$ cat src/rtl/sha256_overall.sv
// Single-block SHA-256 engine: one pre-padded 512-bit block hashed from the standard IV.
// Ports: clk, reset (async active-low), message[0:511] (W0 at message[0:31]), ready, hashvalue (H0 in [255:224]).
// Latency: LOAD on E0, 64 rounds on E1..E64, digest and ready together on E65; message sampled only in LOAD.
module sha256_overall (
    input  logic         clk,
    input  logic         reset,
    input  logic [0:511] message,
    output logic         ready,
    output logic [255:0] hashvalue
);

    typedef enum logic [1:0] {LOAD, ROUND, DONE} state_t;

    localparam logic [31:0] IV0 = 32'h6a09e667;
    localparam logic [31:0] IV1 = 32'hbb67ae85;
    localparam logic [31:0] IV2 = 32'h3c6ef372;
    localparam logic [31:0] IV3 = 32'ha54ff53a;
    localparam logic [31:0] IV4 = 32'h510e527f;
    localparam logic [31:0] IV5 = 32'h9b05688c;
    localparam logic [31:0] IV6 = 32'h1f83d9ab;
    localparam logic [31:0] IV7 = 32'h5be0cd19;

    state_t      state;
    state_t      state_next;
    logic [5:0]  t;
    logic [31:0] a, b, c, d, e, f, g, h;
    logic [31:0] w [16];      // rolling window: w[0] is W[t], w[15] is W[t+15]
    logic [31:0] t1, t2, w_new, k_t;

    function automatic logic [31:0] big_sigma0(input logic [31:0] x);
        return {x[1:0], x[31:2]} ^ {x[12:0], x[31:13]} ^ {x[21:0], x[31:22]};
    endfunction

    function automatic logic [31:0] big_sigma1(input logic [31:0] x);
        return {x[5:0], x[31:6]} ^ {x[10:0], x[31:11]} ^ {x[24:0], x[31:25]};
    endfunction

    function automatic logic [31:0] small_sigma0(input logic [31:0] x);
        return {x[6:0], x[31:7]} ^ {x[17:0], x[31:18]} ^ {3'b000, x[31:3]};
    endfunction

    function automatic logic [31:0] small_sigma1(input logic [31:0] x);
        return {x[16:0], x[31:17]} ^ {x[18:0], x[31:19]} ^ {10'b0, x[31:10]};
    endfunction

    function automatic logic [31:0] k_rom(input logic [5:0] idx);
        logic [31:0] k;
        case (idx)
            6'd0:  k = 32'h428a2f98;  6'd1:  k = 32'h71374491;  6'd2:  k = 32'hb5c0fbcf;  6'd3:  k = 32'he9b5dba5;
            6'd4:  k = 32'h3956c25b;  6'd5:  k = 32'h59f111f1;  6'd6:  k = 32'h923f82a4;  6'd7:  k = 32'hab1c5ed5;
            6'd8:  k = 32'hd807aa98;  6'd9:  k = 32'h12835b01;  6'd10: k = 32'h243185be;  6'd11: k = 32'h550c7dc3;
            6'd12: k = 32'h72be5d74;  6'd13: k = 32'h80deb1fe;  6'd14: k = 32'h9bdc06a7;  6'd15: k = 32'hc19bf174;
            6'd16: k = 32'he49b69c1;  6'd17: k = 32'hefbe4786;  6'd18: k = 32'h0fc19dc6;  6'd19: k = 32'h240ca1cc;
            6'd20: k = 32'h2de92c6f;  6'd21: k = 32'h4a7484aa;  6'd22: k = 32'h5cb0a9dc;  6'd23: k = 32'h76f988da;
            6'd24: k = 32'h983e5152;  6'd25: k = 32'ha831c66d;  6'd26: k = 32'hb00327c8;  6'd27: k = 32'hbf597fc7;
            6'd28: k = 32'hc6e00bf3;  6'd29: k = 32'hd5a79147;  6'd30: k = 32'h06ca6351;  6'd31: k = 32'h14292967;
            6'd32: k = 32'h27b70a85;  6'd33: k = 32'h2e1b2138;  6'd34: k = 32'h4d2c6dfc;  6'd35: k = 32'h53380d13;
            6'd36: k = 32'h650a7354;  6'd37: k = 32'h766a0abb;  6'd38: k = 32'h81c2c92e;  6'd39: k = 32'h92722c85;
            6'd40: k = 32'ha2bfe8a1;  6'd41: k = 32'ha81a664b;  6'd42: k = 32'hc24b8b70;  6'd43: k = 32'hc76c51a3;
            6'd44: k = 32'hd192e819;  6'd45: k = 32'hd6990624;  6'd46: k = 32'hf40e3585;  6'd47: k = 32'h106aa070;
            6'd48: k = 32'h19a4c116;  6'd49: k = 32'h1e376c08;  6'd50: k = 32'h2748774c;  6'd51: k = 32'h34b0bcb5;
            6'd52: k = 32'h391c0cb3;  6'd53: k = 32'h4ed8aa4a;  6'd54: k = 32'h5b9cca4f;  6'd55: k = 32'h682e6ff3;
            6'd56: k = 32'h748f82ee;  6'd57: k = 32'h78a5636f;  6'd58: k = 32'h84c87814;  6'd59: k = 32'h8cc70208;
            6'd60: k = 32'h90befffa;  6'd61: k = 32'ha4506ceb;  6'd62: k = 32'hbef9a3f7;  6'd63: k = 32'hc67178f2;
            default: k = 32'h0;
        endcase
        return k;
    endfunction

    // Round datapath and next schedule word (W[t+16] from W[t+14], W[t+9], W[t+1], W[t])
    always_comb begin
        k_t   = k_rom(t);
        t1    = h + big_sigma1(e) + ((e & f) ^ (~e & g)) + k_t + w[0];
        t2    = big_sigma0(a) + ((a & b) ^ (a & c) ^ (b & c));
        w_new = small_sigma1(w[14]) + w[9] + small_sigma0(w[1]) + w[0];
    end

    always_comb begin
        state_next = state;
        case (state)
            LOAD:    state_next = ROUND;
            ROUND:   if (t == 6'd63) state_next = DONE;
            DONE:    state_next = DONE;
            default: state_next = LOAD;
        endcase
    end

    always_ff @(posedge clk or negedge reset) begin
        if (!reset) state <= LOAD;
        else        state <= state_next;
    end

    always_ff @(posedge clk or negedge reset) begin
        if (!reset) begin
            t         <= 6'd0;
            {a, b, c, d, e, f, g, h} <= '0;
            for (int i = 0; i < 16; i++) w[i] <= 32'h0;
            ready     <= 1'b0;
            hashvalue <= 256'h0;
        end else begin
            case (state)
                LOAD: begin
                    for (int i = 0; i < 16; i++) w[i] <= message[i*32 +: 32];
                    {a, b, c, d, e, f, g, h} <= {IV0, IV1, IV2, IV3, IV4, IV5, IV6, IV7};
                    t <= 6'd0;
                end
                ROUND: begin
                    h <= g;
                    g <= f;
                    f <= e;
                    e <= d + t1;
                    d <= c;
                    c <= b;
                    b <= a;
                    a <= t1 + t2;
                    for (int i = 0; i < 15; i++) w[i] <= w[i+1];
                    w[15] <= w_new;
                    t <= t + 6'd1;
                end
                DONE: begin
                    // Publish once; afterwards the outputs simply hold.
                    if (!ready) begin
                        hashvalue <= {IV0 + a, IV1 + b, IV2 + c, IV3 + d,
                                      IV4 + e, IV5 + f, IV6 + g, IV7 + h};
                        ready     <= 1'b1;
                    end
                end
                default: ;
            endcase
        end
    end

endmodule

$ cat config.mk
export PLATFORM = sky130hd
export DESIGN_NAME = sha256_overall
export DESIGN_NICKNAME = d
export VERILOG_FILES = /design/src/rtl/sha256_overall.sv
export SDC_FILE = /design/constraint.sdc
export NUM_CORES = 2
export LEC_CHECK = 0
export CORE_MARGIN = 8
export CORE_UTILIZATION = 62
export CTS_CLUSTER_SIZE = 8
export DETAILED_ROUTE_END_ITERATION = 12
export PLACE_DENSITY_LB_ADDON = 0.1
export SLEW_MARGIN = 20
export SYNTH_ARGS = -nofsm -noshare
export SYNTH_HDL_FRONTEND = slang
export SYNTH_SLANG_ARGS = --single-unit
export TNS_END_PERCENT = 30
$ cat constraint.sdc
create_clock -name clk -period 17.7 [get_ports clk]
set_input_delay 2.655 -clock clk [delete_from_list [all_inputs] [get_ports clk]]
set_output_delay 2.655 -clock clk [all_outputs]
set_load 0.05 [all_outputs]
==> flow_summary_export.csv <==
group,metric,value,unit
floorplanning,die_y,336,um
hold_path,hp-class,"flop to flop",
clock_tree,cts_resized,0,
floorplanning,dieArea,113000,um2
synthesis,synthesis.area,63700,um2
worst_setup_path,cp-end-kind,"flop",
floorplanning,io_pins,771,
global_route,grt_pass1_vias,55300,
worst_setup_path,cp-start-kind,"flop",
routing,drtIter0Drc,6459,
synthesis,ys_ff_latch,1033,
clock_tree,tritoncts,"done",
global_route,grt_use_total,0.407,
synthesis,synth_edf_count,0,
worst_setup_path,r2r_start,"t[0]",
worst_setup_path,slowest_delay,870,ps
worst_setup_path,startpoint,"t[0]",
worst_setup_path,crit_top_cell,"a21oi_1",
worst_setup_path,crit_required,18340,ps
worst_setup_path,cp_slowest_cell,"dfrtp_1",
routing,ant_nets,0,
place,post-place-ws,7340,ps
floorplanning,fp.dieW,336,um
routing,routed_via_density,6.21,
synthesis,synth_seq_area_share,0.406,
layout,syn_to_final_growth,19.1,%
routing,wire_per_inst,26.6,um
sta,hold_violations,0,
floorplanning,core,102000,um2
sta,setup_slack,6990,ps
synthesis,syn-mean-instance-area,9.10,um2
worst_setup_path,cp_num_buf_inv,4,
clock_tree,clk_path_buf_depth,3,
synthesis,synthArstFlopShare,1.00,
global_route,antenna_found_initial,69,
synthesis,synth_area_leaders,"dfrtp_1 41%, mux2i_1 8.2%, o21ai_0 8.0%",
synthesis,ys.flop_type,"dfrtp_1",
sta,min_period_over_period,0.605,
global_route,grt_pass1_wl,347000,um
floorplanning,initial_core_util,0.625,
place,gp_congestion,1.02,
sta,fmax,0.0934,GHz
sta,tightest_slew,1300,ps
sta,clock_skew,32.3,ps
routing,drcViolationCount,0,
routing,vias,55300,
synthesis,synth_top_area_cell,"dfrtp_1",
synthesis,synth.yosys.warnings,0,
clock_tree,cts_buffers,148,
synthesis,yosysTopAreaCellShare,0.406,
worst_setup_path,crit_arrival,11350,ps
synthesis,synth_nets,7855,
worst_setup_path,cp_max_fo,18,
floorplanning,num_rows,117,
clock_tree,clk_latency,770,ps
clock_tree,post_cts_buffers,0,
worst_setup_path,cp_top_family,"compound AO/OA/AOI/OAI gates",
layout,nets,8315,
place,hpwl,177000,um
sta,final_max_slew_viol_count,0,
routing,dr.pass1.iters,6,
hold_path,hold_start,"hashvalue[38]",
place,numPortBuffers,770,
status,run_status,"complete, no violations",
clock_tree,clk_pin_slew_worst_paths,50,ps
sta,setup_viol,0,
clock_tree,cts_sinks,1033,
sta,finalSetupTns,0,ps
synthesis,ys_types,98,
global_route,grt_max_degree,239,
run,drv_cap,0,
layout,layout-drive-gt1-share,0.0419,
clock_tree,cts_hold_buf,0,
global_route,overflow,0,
worst_setup_path,crit_type,"flop to flop",
sta,max_slew_margin,0.133,
sta,post-route-min-period,10710,ps
routing,wirelength,237000,um
clock_tree,h-tree-depth,4,
sta,rsz0062_at_grt,"no",
clock_tree,cts_root_buffer,"clkbuf_16",
synthesis,netlist_instances,6998,
[area by class of cell]
class,count,area [um2]
Clock inverter,10,165
Antenna cell,55,138
Sequential cell,1033,25900
Timing Repair Buffer,826,8220
Clock buffer,160,3850
Tap cell,1368,1710
Inverter,362,1360
Multi-Input combinational cell,5087,34500
Fill cell,7198,26000
[cell usage after synthesis (9+ instances only)]
cell type	number
a21o_1	95
mux2i_1	522
o21bai_1	22
buf_1	51
ha_1	156
inv_1	360
nor4_1	14
nor2b_1	38
o31ai_1	46
o311ai_0	10
nand2_1	1183
and3_1	22
o21a_1	29
or3_1	16
clkbuf_1	445
buf_2	19
fa_1	187
nand4_1	12
a211oi_1	40
a21oi_1	212
a21boi_1	10
nand3_1	55
or2_2	11
o21ai_1	65
nor2_1	300
a31oi_1	41
o22ai_1	13
mux4_2	11
a311oi_1	12
nor3b_1	11
o211ai_1	20
o21ai_0	1016
xor2_1	222
nand2b_1	106
a31o_2	9
and2_1	11
dfrtp_1	1033
o31a_1	9
mux2_2	21
xnor2_1	342
a22o_1	15
nor3_1	60
[registers in the layout, indices dropped and copies added (netlist names)]
register / flops
hashvalue: 256
c: 32
ready: 1
f: 32
t: 6
d: 32
b: 32
g: 32
e: 32
h: 32
w: 512
state: 2
a: 32
[path summary, 6_finish.rpt]
| kind | end | slack, ps | cells after the start |
|---|---|---|---|
| setup / recovery | a[31] | 6990 | 35 |
| hold / removal | hashvalue[38] | 460 | 2 |
| setup reg to reg | a[31] | 6990 | 35 |
| hold reg to reg | hashvalue[38] | 460 | 2 |
| max in group asynchronous | w[99] | 12610 | 4 |
| min in group asynchronous | hashvalue[70] | 1930 | 1 |
[cell families after synthesis]
logic type	synth area share
adder cells (fa/ha/maj)	0.0898
multiplexers	0.0897
XOR/XNOR	0.0783
buffers and inverters	0.0522
AO/OA/AOI/OAI	0.160
flip-flops	0.406
AND/OR/NAND/NOR	0.124
[layout by cell type (no fill, tap or decap), types with 12 or more instances in the layout]
cell / instances
and3_1: 22
a311oi_1: 12
nand2_1: 1183
inv_1: 360
nor4_1: 14
or3_1: 16
a22o_1: 15
diode_2: 55
o21ai_0: 1016
a21o_1: 95
mux2_2: 21
nor2_1: 299
nand3_1: 55
ha_1: 154
nor2b_1: 37
a31oi_1: 41
o22ai_1: 13
o21bai_1: 22
o211ai_1: 20
o31ai_1: 46
nand2b_1: 105
fa_1: 187
o21a_1: 29
o21ai_1: 65
clkdlybuf4s50_1: 769
mux2i_1: 522
nand4_1: 12
a21oi_1: 212
xnor2_1: 342
buf_4: 48
xor2_1: 222
clkbuf_16: 152
a211oi_1: 40
nor3_1: 60
dfrtp_1: 1029
[per-stage QoR]
| stage | area, um2 | util | hold WS (ps) | std cells |
|---|---|---|---|---|
| 6_report | 75800 | 0.744 | 461 | 8901 |
| 5_1_grt | 75800 | 0.744 | 496 | 8893 |
| 4_1_cts | 75700 | 0.743 | 466 | 8846 |
| 3_5_place_dp | 71700 | 0.704 | 456 | 8676 |
| 3_3_place_gp | 71700 | 0.704 | 452 | 8676 |
| 2_1_floorplan | 63700 | - | 446 | 6998 |
[worst register-to-register path: cells and delay by family (launching register included)]
family,cells,cell delay [ps]
flip-flops,1,870
adder cells (fa/ha/maj),7,3350
buffers and inverters,4,790
XOR/XNOR,2,340
AO/OA/AOI/OAI,17,4120
AND/OR/NAND/NOR,5,1140
[per-layer routing]
layer  routed length, um  global-route usage
met3               22700               0.105
met5                 209                   0
met4               18700               0.280
met1               84300               0.483
met2              111000               0.651
Power is not shown: default switching activity piles up to over one toggle a cycle in this logic, so the estimate is an artifact.
